File: config.mk
export PLATFORM = sky130hd
export DESIGN_NAME = booth_seq_multiplier
export DESIGN_NICKNAME = d
export VERILOG_FILES = /design/src/rtl/booth_seq_multiplier.sv
export SDC_FILE = /design/constraint.sdc
export NUM_CORES = 1
export LEC_CHECK = 0
export ABC_AREA = 1
export BUFFER_PORTS_ARGS = -buffer_cell sky130_fd_sc_hd__buf_2
export CORE_MARGIN = 2
export CORE_UTILIZATION = 25
export CTS_CLUSTER_DIAMETER = 120
export CTS_CLUSTER_SIZE = 20
export DETAILED_ROUTE_END_ITERATION = 8
export HOLD_SLACK_MARGIN = 0.03
export SLEW_MARGIN = 5
export SYNTH_ARGS = -nofsm -noshare
export SYNTH_HDL_FRONTEND = slang
export SYNTH_SLANG_ARGS = --single-unit
File: constraint.sdc
create_clock -name clk -period 4 [get_ports clk]
set_input_delay 0.2 -clock clk [delete_from_list [all_inputs] [get_ports clk]]
set_output_delay 0.2 -clock clk [all_outputs]
set_load 0.01 [all_outputs]
File: src/rtl/booth_seq_multiplier.sv
// rtl/booth_seq_multiplier.sv - iterative radix-4 Booth multiplier; optional early termination under BOOTH_EARLY_TERM_EN

module booth_seq_multiplier #(
  parameter int WIDTH = 32
) (
  input  logic               clk,
  input  logic               rst_n,
  input  logic               start,
  input  logic               is_signed,
  input  logic [WIDTH-1:0]   A,
  input  logic [WIDTH-1:0]   B,
  output logic               busy,
  output logic               done,
  output logic [2*WIDTH-1:0] result
);

  localparam int N_STEPS = (WIDTH + 2) / 2;
  localparam int CW      = $clog2(N_STEPS);
  localparam int AW      = 2 * WIDTH + 2;
  localparam int MW      = WIDTH + 3;

  typedef enum logic [1:0] {IDLE, RUN, DONE} stateT;

  stateT         state;
  stateT         nextState;
  logic [AW-1:0] mcand;
  logic [AW-1:0] acc;
  logic [AW-1:0] addend;
  logic [AW-1:0] accSum;
  logic [MW-1:0] mplier;
  logic [MW-1:0] mplierNext;
  logic [CW-1:0] count;
  logic          lastStep;
  logic          signA;
  logic          signB;

  // Unsigned operands are zero-extended so they look positive to the signed Booth datapath
  assign signA = is_signed & A[WIDTH-1];
  assign signB = is_signed & B[WIDTH-1];

  // Booth digit decode of the current multiplier triplet into a partial product
  always_comb begin
    addend = '0;
    case (mplier[2:0])
      3'b001, 3'b010: addend = mcand;
      3'b011:         addend = mcand << 1;
      3'b100:         addend = -(mcand << 1);
      3'b101, 3'b110: addend = -mcand;
      default:        addend = '0;
    endcase
    accSum     = acc + addend;
    mplierNext = {{2{mplier[MW-1]}}, mplier[MW-1:2]};
  end

`ifdef BOOTH_EARLY_TERM_EN
  // Stop as soon as the bits still to be scanned are pure sign extension (all later digits are 0)
  assign lastStep = (count == CW'(N_STEPS - 1)) || (mplierNext == '0) || (&mplierNext);
`else
  assign lastStep = (count == CW'(N_STEPS - 1));
`endif

  // State register
  always_ff @(posedge clk or negedge rst_n) begin
    if (!rst_n) begin
      state <= IDLE;
    end else begin
      state <= nextState;
    end
  end

  // Next-state and handshake outputs
  always_comb begin
    nextState = state;
    busy      = 1'b0;
    done      = 1'b0;
    case (state)
      IDLE: begin
        if (start) nextState = RUN;
      end
      RUN: begin
        busy = 1'b1;
        if (lastStep) nextState = DONE;
      end
      DONE: begin
        busy      = 1'b1;
        done      = 1'b1;
        nextState = IDLE;
      end
      default: nextState = IDLE;
    endcase
  end

  // Datapath: operand capture, one Booth digit per RUN cycle, result capture on entry to DONE
  always_ff @(posedge clk or negedge rst_n) begin
    if (!rst_n) begin
      mcand  <= '0;
      mplier <= '0;
      acc    <= '0;
      count  <= '0;
      result <= '0;
    end else begin
      case (state)
        IDLE: begin
          if (start) begin
            mcand  <= {{(WIDTH + 2){signA}}, A};
            mplier <= {{2{signB}}, B, 1'b0};
            acc    <= '0;
            count  <= '0;
          end
        end
        RUN: begin
          acc    <= accSum;
          mcand  <= mcand << 2;
          mplier <= mplierNext;
          count  <= count + CW'(1);
          if (lastStep) result <= accSum[2*WIDTH-1:0];
        end
        default: begin
        end
      endcase
    end
  end

endmodule
Word level (Yosys, flattened, before mapping)
Index checks and enable logic that the tools add are counted.
W data, S select, Z words.
{ "classes": {"n_bitwise": 3, "mux": 14, "multipliers": 0, "n_reduce_logical": 9, "n_eq_ne": 11, "magnitude_cmp": 0, "add_sub_neg": 4, "shift": 0, "div_mod_pow": 0} }
{ "ops": {"columns": ["cell", "count"], "rows": [
  ["$pmux W66 S2", 2],
  ["$pmux W66 S4", 1],
  ["$mux W66", 2],
  ["$neg A66 Y66", 2],
  ["$pmux W35 S2", 1],
  ["$add A66 B66 Y66", 1],
  ["$mux W35", 1],
  ["$pmux W5 S2", 1],
  ["$eq A3 B3 Y1 const B", 3],
  ["$eq A3 B2 Y1 const B", 2],
  ["$reduce_and A2 Y1", 3],
  ["$reduce_or A2 Y1", 3],
  ["$add A5 B1 Y5 const B", 1],
  ["$eq A5 B5 Y1 const B", 1],
  ["$mux W5", 1],
  ["$mux W2", 2],
  ["$ne A2 B2 Y1 const B", 2],
  ["$pmux W2 S2", 1],
  ["$eq A3 B1 Y1 const B", 1],
  ["$reduce_and A3 Y1", 1],
  ["$and A1 B1 Y1", 2],
  ["$eq A2 B1 Y1 const B", 1],
  ["$eq A2 B2 Y1 const B", 1],
  ["$logic_not A2 Y1", 1],
  ["3 further kinds", 4]
]} }
{ "word_totals": {"output_inout_bits": 66, "n_memories": 0, "elab_cells": 48, "ram_bits": 0, "rom_bits": 0, "regBits": 238, "latchBits": 0} }

Depth between registers and ports, before layout
{ "logic_depth": {"depth_word": 5, "depth_mapped": 30} }

Worst setup path before layout
OpenSTA, ideal clock, no wires.
{ "synth_path": {"path_kind": "register to register", "from": "register mcand[0]", "to": "register acc[63]", "path_buffers": 0, "t_required_ns": 3.882, "arrival_ns": 3.162, "path_slack_ns": 0.720, "setup_ns": 0.118, "stages_incl_launch_ff": 26, "path_cell_list": "dfrtp_1 -> inv_2 -> ha_1 -> nand3_2 -> nor2_2 -> nand2_1 -> inv_1 -> nand3_1 -> nor2_1 -> nand2_1 -> inv_1 -> nand3_1 -> nand3_1 -> o2111ai_1 -> ha_1 -> nand2_1 -> nor2_1 -> inv_1 -> nor2_1 -> inv_1 -> nor4_1 -> nand2_1 -> nand2_1 -> nand3_1 -> nand3_1 -> nand2_1"} }
{ "synth_between": {"elab_chain_len": 4, "elab_cells_between_ends": 5, "classes_between": "add/sub (3); mux (2)"} }
{ "synth_rtl": {"columns": ["item", "line", "rtl"], "rows": [
  ["start: declaration", "26", "logic [AW-1:0] mcand;"],
  ["start signal: assignment", "105", "mcand <= {{(WIDTH + 2){signA}}, A};"],
  ["start signal: assignment", "113", "mcand <= mcand << 2;"],
  ["$neg A66 Y66, on equally long branches", "48, 47", null],
  ["$pmux W66 S4 (*)", "44", "case (mplier[2:0])"],
  ["$add A66 B66 Y66 (*)", "51", "accSum = acc + addend;"],
  ["$pmux W66 S2 (*)", "102", "case (state)"],
  ["end signal: assignment", "112", "acc <= accSum;"],
  ["end: declaration", "27", "logic [AW-1:0] acc;"]
]} }
Every way passes the cells marked *; elsewhere a longest branch is shown, timed or not.
A chain may end at the register's enable or synchronous reset.

Final worst setup path
{ "layout_path": {"from": "register mcand[8]", "to": "register acc[47]"} }
Same word-level chain as after synthesis.

==> qor.csv <==
metric,value,unit
first-pass GRT wire length,100.7,mm
layer with the highest usage,met2,
Hold Startpoint,A[31],
Max-cap violations,0,
total track usage,0.1787,
routability cong.,0.9599,
initial antenna violation count,1,
clk root buf,clkbuf_16,
critical path class,flip-flop to flip-flop,
Synth area leader,dfrtp_1,
final setup fails,0,
clock tree buffer depth,3,
Yosys cell types,48,
fin crit period,3.915,ns
Worst-path clk slew,0.10,ns
post-synthesis async set-or-reset flop share,1.000,
grt total ovfl,0,
R2R setup slack,0.09,ns
final net count,3085,
DPL Wire Length,49.67,mm
slew margin rel.,0.3170,
WP data required,4.46,ns
"EDFF count, synth",0,
worst path arrival time,4.37,ns
synthesized area,17420,µm²
clock latency on the worst-skew pair,0.54,ns
remaining antenna violation count after routing,0,
Worst Tran Pin Value,1.025,ns
largest net degree at the start of global routing,198,
crit path from,mcand[8],
wire per inst,17.05,µm
grt met3 use,0.02291,
DRC viols,0,
Fillers,7348,
Mean Syn Cell Area,6.725,µm²
initial core utilization,0.2532,
CP Capture Type,flip-flop,
max frequency,0.2555,GHz
"Seq/Total Area, Yosys",0.3361,
number of buffers created by CTS,16,
GRT met1 Usage,0.2542,
first-pass iteration count of the detailed router,6,
Worst Skew,0.02755,ns
die width,268,µm
synth warn,0,
HP Class,input port to flip-flop,
Buffers on Ports,133,
post-synthesis net count,2730,
GR Layer Usage met2,0.2843,
RSZ-0062 raised after global routing,true,
routed wire length,66.14,mm
area growth from synthesis to layout,31.64,%
core area,68830,µm²
Util after Layout,0.3333,
outcome,"complete, no violations",
crit path launch type,flip-flop,
top cell type's share of synthesized area,0.3361,
row count,96,
Syn Inst Count,2591,
Die Y-Extent,268,µm
Synth area leaders,"dfrtp_1, nand2_1, nor2_1",
register area,5856,µm²
worst-path maximum fanout,4,
Ports,134,
vias in the first global route,17710,
synthesized flop and latch total,234,
layout cells sized above 1,0.2191,
Multi-input gate area,11250,µm²
DIE AREA,71820,µm²
Max H-tree Level,1,
Pins Over Slew Limit,0,
vias per cell,4.846,
via total after detailed routing,18800,
fin crit share,0.9786,
Critical R2R Launch,mcand[8],
clk sinks,234,
TritonCTS clock tree,built,
Fin. Hold Viols,0,
Most used DFF post-synth,dfrtp_1,
1st-iter DRT viols,1530,
## cell type report
| type | instances | area share |
|---|---|---|
| Timing Repair inverter | 1 | 0.0002182 |
| Sequential cell | 234 | 0.2553 |
| Tap cell | 931 | 0.05079 |
| Clock buffer | 18 | 0.01915 |
| Multi-Input combinational cell | 1994 | 0.4907 |
| Clock inverter | 2 | 0.001418 |
| Timing Repair Buffer | 427 | 0.1377 |
| Antenna cell | 1 | 0.0001091 |
| Inverter | 272 | 0.04468 |
## cells in the final DEF (no fill, tap or decap), drive strengths merged, types with 11 or more instances in the layout
cell type / count
nand3: 168
o211ai: 32
nor3: 28
or2: 14
o22ai: 17
inv: 271
o21ai: 208
ha: 70
o21bai: 18
nand2: 772
nand4: 19
buf: 360
nor2: 317
clkbuf: 18
nand3b: 22
a22o: 16
dlygate4sd3: 67
dfrtp: 234
a31oi: 37
a21oi: 110
o21a: 11
a221oi: 11
xor2: 65
o2111ai: 22
## logic make-up after synthesis
| family | Yosys count | share of synthesized area |
|---|---|---|
| flops | 234 | 0.3361 |
| xor+xnor | 73 | 0.03669 |
| fa+ha+maj | 71 | 0.05141 |
| compound gates | 502 | 0.1715 |
| buf+inv | 363 | 0.07978 |
| simple gates | 1348 | 0.3246 |
## synthesized netlist by cell type (4+ instances only)
cell type,number
nor2_1,298
or2_1,7
a221o_1,5
xnor2_1,8
nor3_1,26
a21o_1,6
nand3b_1,22
inv_1,261
ha_1,70
o21ai_0,205
nor4_1,4
dfrtp_1,234
buf_1,9
xor2_1,65
nand3_1,165
nand2_1,765
clkbuf_1,60
a31oi_1,37
o21bai_1,18
a221oi_1,11
or2_2,7
o211ai_1,32
nor2_2,12
o21a_1,11
nor2_4,5
inv_2,10
a22o_1,16
o22ai_1,17
a21oi_1,108
nand2_2,4
a21boi_0,7
buf_2,22
o2111ai_1,22
nand4_1,19
## state kept, by name (all words and copies together), names as in the netlist
register and cells:
acc 64, count 5, mcand 64, mplier 35, result 64, state 2
## timing repair
action                                 4_1_cts  5_1_grt
buffers inserted                             4       30
resized for setup                           20      263
setup endpoints to repair                   43       95
gates cloned                                 0        1
hold buffers                                67        0
endpoints found under the hold margin      170        0
pin swaps                                    7       64
## worst max-delay path, cell delays in order (launching register included)
cell,delay (ns)
dfrtp_1,0.42
nor2_2,0.14
nand2_1,0.08
nor2_2,0.16
nand2_4,0.08
inv_1,0.07
nand4_1,0.12
nor3_2,0.25
nand3_1,0.14
xor2_1,0.18
nand2_1,0.08
nand3_2,0.16
ha_4,0.28
a21oi_1,0.25
o21ai_0,0.19
buf_4,0.17
a21oi_2,0.15
and2_1,0.16
nand2_2,0.10
a21oi_2,0.22
buf_4,0.15
nand2b_1,0.11
nand3_1,0.07
nand2_1,0.10
## routing by layer
metal,vias up,share of wire
li1,9230,-
met1,8955,0.47
met2,541,0.45
met3,78,0.061
met4,0,0.026
met5,-,0
## final timing paths
path	depth (start not counted)	end
worst max-delay path	23	acc[47]
worst min register to register	2	result[2]
worst min-delay path	5	mcand[31]
max in group asynchronous	3	result[1]
worst max register to register	23	acc[47]
min in group asynchronous	2	mplier[8]
## metrics by stage
step | cells | setup TNS, ns | hold WS [ns] | worst slack (ns) | area [µm²]
floorplan | 2591 | 0 | -0.09559 | 0.7201 | 17420
global placement | 3757 | -1.655 | 0.3520 | -0.1717 | 20490
detailed placement | 3757 | -3.094 | 0.3568 | -0.1747 | 20490
CTS | 3848 | 0 | 0.04610 | 0.0008233 | 21740
global route | 3880 | -1.220 | 0.1491 | -0.1042 | 22940
finish | 3880 | 0 | 0.03734 | 0.08545 | 22940
Power is left out: the tool's default activity adds up to more than one toggle a clock period on the data nets, which glitch-free logic cannot reach.
